[config.mk]
export PLATFORM = sky130hd
export DESIGN_NAME = font_rom_arbiter
export DESIGN_NICKNAME = d
export VERILOG_FILES = /design/src/rtl/font_rom_arbiter.sv
export SDC_FILE = /design/constraint.sdc
export NUM_CORES = 1
export LEC_CHECK = 0
export ABC_AREA = 0
export CELL_PAD_IN_SITES_DETAIL_PLACEMENT = 0
export CELL_PAD_IN_SITES_GLOBAL_PLACEMENT = 1
export CORE_AREA = 2 2 62 78
export CTS_BUF_LIST = sky130_fd_sc_hd__clkbuf_8
export DETAILED_ROUTE_END_ITERATION = 8
export DIE_AREA = 0 0 64 80
export HOLD_SLACK_MARGIN = 0.02
export PLACE_DENSITY_LB_ADDON = 0.1
export SLEW_MARGIN = 20
export SYNTH_ARGS = -nofsm -noshare
export SYNTH_HDL_FRONTEND = slang
export SYNTH_SLANG_ARGS = --single-unit
export TNS_END_PERCENT = 10
[constraint.sdc]
create_clock -name i_clk -period 1.3 [get_ports i_clk]
set_input_delay 0.13 -clock i_clk [delete_from_list [all_inputs] [get_ports i_clk]]
set_output_delay 0.13 -clock i_clk [all_outputs]
set_load 0.02 [all_outputs]
[src/rtl/font_rom_arbiter.sv]
// font_rom_arbiter
//   Round-robin arbiter that shares one 2048x8 font ROM between NUM_REQ
//   glyph-row requesters. One ROM read is issued per cycle. Each accepted
//   request returns one 8-bit row bitmap, tagged with the requester ID,
//   exactly two cycles after acceptance. Character codes that the ROM does
//   not populate are returned as 8'h00.
//
// Ports
//   i_clk        system clock
//   i_reset      synchronous, active-high reset
//   i_req_valid  per-requester request valid            [NUM_REQ]
//   i_req_code   7-bit character code per requester     [7*NUM_REQ]
//   i_req_row    4-bit glyph row per requester          [4*NUM_REQ]
//   o_req_ready  one-hot grant (accept = valid & ready) [NUM_REQ]
//   o_rom_addr   ROM address {code, row}                [11]
//   i_rom_data   ROM data, valid the cycle after addr   [8]
//   o_rsp_valid  one-hot single-cycle response strobe   [NUM_REQ]
//   o_rsp_id     binary index of responding requester   [ID_W]
//   o_rsp_data   glyph row bitmap, bit 7 = leftmost     [8]

module font_rom_arbiter #(
    parameter int unsigned NUM_REQ = 2,
    parameter int unsigned ID_W    = 2
) (
    input  logic                 i_clk,
    input  logic                 i_reset,
    input  logic [NUM_REQ-1:0]   i_req_valid,
    input  logic [7*NUM_REQ-1:0] i_req_code,
    input  logic [4*NUM_REQ-1:0] i_req_row,
    output logic [NUM_REQ-1:0]   o_req_ready,
    output logic [10:0]          o_rom_addr,
    input  logic [7:0]           i_rom_data,
    output logic [NUM_REQ-1:0]   o_rsp_valid,
    output logic [ID_W-1:0]      o_rsp_id,
    output logic [7:0]           o_rsp_data
);

    // Codes actually populated in the font ROM; anything else reads stale data.
    function automatic logic f_blank(input logic [6:0] code);
        logic b;
        case (code)
            7'h00, 7'h2A, 7'h2B, 7'h2D, 7'h2F,
            7'h30, 7'h31, 7'h32, 7'h33, 7'h34,
            7'h35, 7'h36, 7'h37, 7'h38, 7'h39,
            7'h3D:   b = 1'b0;
            default: b = 1'b1;
        endcase
        return b;
    endfunction

    logic [ID_W-1:0]    r_last;
    logic [10:0]        r_addr_hold;
    logic               r_v1;
    logic [ID_W-1:0]    r_id1;
    logic               r_blank1;
    logic [NUM_REQ-1:0] r_rsp_valid;
    logic [ID_W-1:0]    r_rsp_id;
    logic [7:0]         r_rsp_data;

    logic               w_found;
    logic               w_accept;
    logic [ID_W-1:0]    w_idx;
    logic [NUM_REQ-1:0] w_grant;
    logic [6:0]         w_code;
    logic [3:0]         w_row;
    logic [10:0]        w_rom_addr;
    logic [NUM_REQ-1:0] w_id1_onehot;

    // Round-robin search as two ascending passes: first the indices above
    // last_grant, then the wrapped-around indices up to and including it.
    always_comb begin
        w_found = 1'b0;
        w_idx   = '0;
        w_grant = '0;
        w_code  = '0;
        w_row   = '0;
        for (int unsigned i = 0; i < NUM_REQ; i++) begin
            if (!w_found && i_req_valid[i] && (i > 32'(r_last))) begin
                w_found    = 1'b1;
                w_idx      = ID_W'(i);
                w_grant[i] = 1'b1;
                w_code     = i_req_code[7*i +: 7];
                w_row      = i_req_row[4*i +: 4];
            end
        end
        for (int unsigned i = 0; i < NUM_REQ; i++) begin
            if (!w_found && i_req_valid[i] && (i <= 32'(r_last))) begin
                w_found    = 1'b1;
                w_idx      = ID_W'(i);
                w_grant[i] = 1'b1;
                w_code     = i_req_code[7*i +: 7];
                w_row      = i_req_row[4*i +: 4];
            end
        end
    end

    assign w_accept    = w_found && !i_reset;
    assign o_req_ready = i_reset ? '0 : w_grant;

    // Address follows the grant combinationally; idle cycles replay the last one.
    assign w_rom_addr = w_accept ? {w_code, w_row} : r_addr_hold;
    assign o_rom_addr = w_rom_addr;

    always_comb begin
        w_id1_onehot = '0;
        for (int unsigned i = 0; i < NUM_REQ; i++) begin
            w_id1_onehot[i] = (r_id1 == ID_W'(i));
        end
    end

    always_ff @(posedge i_clk) begin
        if (i_reset) begin
            r_last      <= ID_W'(NUM_REQ - 1);
            r_addr_hold <= '0;
            r_v1        <= 1'b0;
            r_id1       <= '0;
            r_blank1    <= 1'b0;
            r_rsp_valid <= '0;
            r_rsp_id    <= '0;
            r_rsp_data  <= '0;
        end else begin
            if (w_accept) begin
                r_last <= w_idx;
            end
            r_addr_hold <= w_rom_addr;
            // S1: track the read issued this cycle alongside the ROM's own register.
            r_v1        <= w_accept;
            r_id1       <= w_idx;
            r_blank1    <= f_blank(w_code);
            // S2: ROM data is valid now; tag it and blank unpopulated codes.
            r_rsp_valid <= r_v1 ? w_id1_onehot : '0;
            r_rsp_id    <= r_id1;
            r_rsp_data  <= r_blank1 ? 8'h00 : i_rom_data;
        end
    end

    assign o_rsp_valid = r_rsp_valid;
    assign o_rsp_id    = r_rsp_id;
    assign o_rsp_data  = r_rsp_data;

endmodule

== After elaboration in Yosys (flattened, before gate mapping) ==
Memory sizes are Yosys's and may differ from the RTL's.
Cells that the tools add are included.
Word-level totals
  bits in registers: 29
  bits in read-only memories: 64
  output and inout bits: 25
  word-level logic and storage cells: 41
  memories: 1
Cells by class
  order comparisons: 2
  equal/unequal tests: 1
  multiplexer cells: 17
  bitwise operators: 1
  reduce and logical (&&, ||, !) cells: 11
Memory list
  (name not given): words 64, bits a word 1, read ports 1, clocked after Yosys merged registers in 0, write ports 0, RTL line 41  | case (code)
Operators by type and width (number)
  $mux 7: 3
  $mux 4: 3
  $mux 11: 1
  $mux 1: 8
  $logic_and 1x1->1: 5
  $mux 2: 2
  $reduce_or 2->1: 2
  $logic_not 1->1: 3
  $eq 2x1->1 const B: 1
  $gt 1x2->1 const A: 1
  $le 1x2->1 const A: 1
  $logic_not 2->1: 1
  $not 1->1: 1

== Longest topological paths before layout ==
  word-level depth: 12
  mapped depth: 6
  gate-level depth less buffers: 5

== Least setup slack after synthesis ==
Ideal clock, no wire load.
  path type: flip-flop to flip-flop
  from: reg r_last[0]
  to: reg r_addr_hold[7]
  library setup time: 0.066 ns
  data arrival time: 1.468 ns
  slack: -0.235 ns
  cell stages (with the launch flop): 6
  path through: dfxtp_1 > a21boi_2 > buf_6 > a32oi_2 > o21ai_0 > nor2b_1
Between the ends
  word-level cells in the longest chain between the ends: 12
  elaborated cells between the ends (all ways): 16
  classes of those cells: order compare (2); mux (7); reduce/logical (7)
RTL lines
  from (decl): RTL line 51  | logic [ID_W-1:0] r_last;
  from (signal assigned): RTL line 113  | r_last <= ID_W'(NUM_REQ - 1);
  from (signal assigned): RTL line 123  | r_last <= w_idx;
  $gt 1x2->1: RTL line 78  | if (!w_found && i_req_valid[i] && (i > 32'(r_last))) begin
  $logic_and 1x1->1: RTL line 78
  $mux 1: RTL line 78
  $logic_not 1->1: RTL line 87  | if (!w_found && i_req_valid[i] && (i <= 32'(r_last))) begin
  $logic_and 1x1->1: RTL line 87
  $mux 1: RTL line 87
  $logic_not 1->1: RTL line 87
  $logic_and 1x1->1 (2 in a row): RTL line 87
  $mux 1: RTL line 87
  $logic_and 1x1->1: RTL line 97  | assign w_accept = w_found && !i_reset;
  $mux 11 (*): RTL line 101  | assign w_rom_addr = w_accept ? {w_code, w_row} : r_addr_hold;
  named net o_rom_addr[7]: RTL line 31  | output logic [10:0] o_rom_addr,
  to (signal assigned): RTL line 125  | r_addr_hold <= w_rom_addr;
  to (decl): RTL line 52  | logic [10:0] r_addr_hold;
Mark *: on every way through the listed nets, which the timed path passes. The rest lies on a longest branch.
A chain may end at the register's enable or synchronous reset.

== Final worst setup path ==
  from: reg r_last[0]
  to: out o_rom_addr[2]
Between the ends
  word-level cells in the longest chain between the ends: 12
  elaborated cells between the ends (all ways): 16
  classes of those cells: order compare (2); mux (7); reduce/logical (7)
RTL lines (RTL line)
  $gt 1x2->1: 78
  $logic_and 1x1->1: 78
  $mux 1: 78
  $logic_not 1->1: 87
  $logic_and 1x1->1: 87
  $mux 1: 87
  $logic_not 1->1: 87
  $logic_and 1x1->1 (2 in a row): 87
  $mux 1: 87
  $logic_and 1x1->1: 97
  $mux 11 (*): 101
  to (decl): 31
Every way passes the cells marked *; elsewhere a longest branch is shown, timed or not.

==> out/metrics.cfg <==
[run_status]
status=complete, but fails checks
violations=negative setup slack

[setup_path]
worst_setup_path_start_kind=flip-flop
worstReg2RegStart=r_last[0]
crit_required_ns=1.17
crit_type=reg -> out
regToRegSetupSlack_ns=-0.17
crit_fanout=5
rr_worst_depth=7
worstReg2RegEnd=r_blank1
crit_arrival_ns=1.42
worst_setup_path_end_kind=output port
crit_start=r_last[0]

[clock_tree]
htree_num_levels=1
cts_hold_buf=0
ctsRootBufferMaster=clkbuf_8
clk_latency_ns=0.27
tritoncts=built
cts_max_path_buffers=2
cts_sinks=26
clk_pin_slew_ns=0.09
cts_buffers=3

[logic_synthesis]
synth_most_common_cell=dfxtp_1
syn_nets=146
synth_warnings=0
avgSynthCellArea_um2=9.43
yosysUniqueCellTypes=25
netlist_top_cells_count=dfxtp_1 (26), nand2_1 (14), nor2b_1 (14)
synthFlopType=dfxtp_1
synth_area_leaders=dfxtp_1 (49%), nor2b_1 (8.3%), a32oi_1 (7.5%)
synth_seq_cells=26
synth_area_um2=1060
synth_top_cell_area_share=0.493
netlist_instances=112
yosysTopAreaCell=dfxtp_1
ys_async_sr_fraction=0
synth-edff-count=0
seq_area_frac_synth=0.493

[placed_design]
placedCellCount=238
gp_congestion=0.734
pre_cts_ws_ns=-0.741
portBuffers=57
dp_hpwl_um=2190

[routing]
via_per_inst=4.29
highest_layer=met4
wl_met2_um=1600
initialDrtViolationCount=19
m1WireLength_um=1220
avgRoutedWirePerCell_um=12.3
wirelength_um=3010
drc_errors=0
drt_pass1_iterations=2
ant_nets=0
met3_length_um=173
vias=1056

[layout]
area_growth_pct=87.6
instances_no_fill=246
nNetsFinal=223
drive_above_1_share=0.309
diodes=0
utilization=0.454

[grt]
groute.usage.overall=0.119
grt_pass1_vias=1069
antenna_found_initial=0
grt_max_degree=21
grt_overflow=0
grt_pass1_wl_um=4830

[floorplanning]
dieArea_um2=5120
rows=27
core_um2=4360
die_w_um=64
initial_core_util=0.242
ioPinCount=59
die_h_um=80

[timing]
finClkSkew_ns=0.00141
post-route-period-util=1.19
drv_slew=0
rsz0062_at_grt=true
setup_viol=15
clock.fmax_ghz=0.644
timing.final.ws_setup_ns=-0.252
hold_violations=0
hold_ws_ns=0.416
setup_tns_ns=-2.92
fin_crit_ns=1.55

[power_and_ir_drop]
p_sw_w=0.000520
switching_share=0.251
intPower_w=0.00155
vdd_ir_drop_max_uv=359
power_frac_seq=0.413
p_per_area_nw_per_um2=1040
p_leak_nw=0.847
pwr-share-clk=0.323
comb_power_share=0.264

[hold_path]
worstHoldEndpoint=o_rsp_data[4]
min-delay-start=i_rom_data[4]
hold_class=in -> reg
holdPathStages=2

[job]
max_cap_viol_count=0

state kept, by name, indices dropped and copies added (netlist names):
register and flops:
r_last 1, r_blank1 1, r_v1 1, o_rsp_valid 2, o_rsp_data 8, r_id1 1, r_addr_hold 11, o_rsp_id 1
layout make-up:
| class | count | area [um^2] |
|---|---|---|
| timing repair buffer | 79 | 716 |
| tap | 58 | 72.6 |
| sequential | 26 | 524 |
| inverter | 2 | 7.51 |
| clock inverter | 1 | 30.0 |
| multi-input combinational | 77 | 589 |
| fill | 447 | 2380 |
| clock buffer | 3 | 41.3 |
routing by layer:
layer  vias up  global-route usage
li1        544                   -
met1       472               0.132
met2        38               0.223
met3         2              0.0240
met4         0              0.0391
met5         -                   0
timing repair:
item / 4_1_cts / 5_1_grt
gates cloned: 2 / 0
setup buffers: 2 / 0
setup endpoints to repair: 25 / 15
gates resized for setup: 91 / 14
pin swaps: 6 / 9
kinds of logic after synthesis:
kind of cell | after synthesis | share of synthesized area
other cells | 1 | 0.00355
compound gates | 27 | 0.197
simple gates | 48 | 0.252
flops | 26 | 0.493
buf+inv | 10 | 0.0545
power groups by stage:
stage          clock network (W)  registers [W]  logic, W
4_1_cts                 0.000690       0.000856  0.000517
6_report                0.000668       0.000855  0.000547
2_1_floorplan                  0       0.000893  0.000202
3_3_place_gp                   0       0.000871  0.000501
5_1_grt                 0.000731       0.000860  0.000588
3_5_place_dp                   0       0.000873  0.000506
worst max-delay path, cell delays in order (launching register included):
cell and delay, ns:
dfxtp_4 0.37, nand2b_4 0.18, buf_6 0.14, a32oi_1 0.18
o21ai_1 0.11, buf_4 0.17
layout by cell type (no fill, tap or decap), drive strengths merged:
cell and count:
buf 35, clkdlybuf4s50 31, dfxtp 26, nand2 14
nor2b 14, dlygate4sd2 13, o21ai 11, a32oi 11
and2 8, nor2 4, clkbuf 3, nand2b 2
inv 2, a21oi 2, nand3 2, o21bai 1
a21boi 1, nor3 1, and4b 1, nand4 1
a211oi 1, and3b 1, nor3b 1, conb 1
bufinv 1
stage by stage:
stage / power (W) / cell area (um^2)
after CTS: 0.00206 / 1910
after global routing: 0.00218 / 1980
final: 0.00207 / 1980
after global placement: 0.00137 / 1800
after detailed placement: 0.00138 / 1800
after floorplan: 0.00109 / 1060
worst max-delay path by stage:
| stage | end | cells past startpoint | slack [ns] |
|---|---|---|---|
| floorplan | r_blank1 | 6 | -0.11 |
| global placement | o_rom_addr[9] | 7 | -0.71 |
| detailed placement | o_rom_addr[9] | 7 | -0.74 |
| CTS | o_rom_addr[3] | 5 | -0.25 |
| global route | o_rom_addr[7] | 5 | -0.32 |
| finish | o_rom_addr[2] | 5 | -0.25 |
No activity file was read; power rests on OpenSTA's default activity.
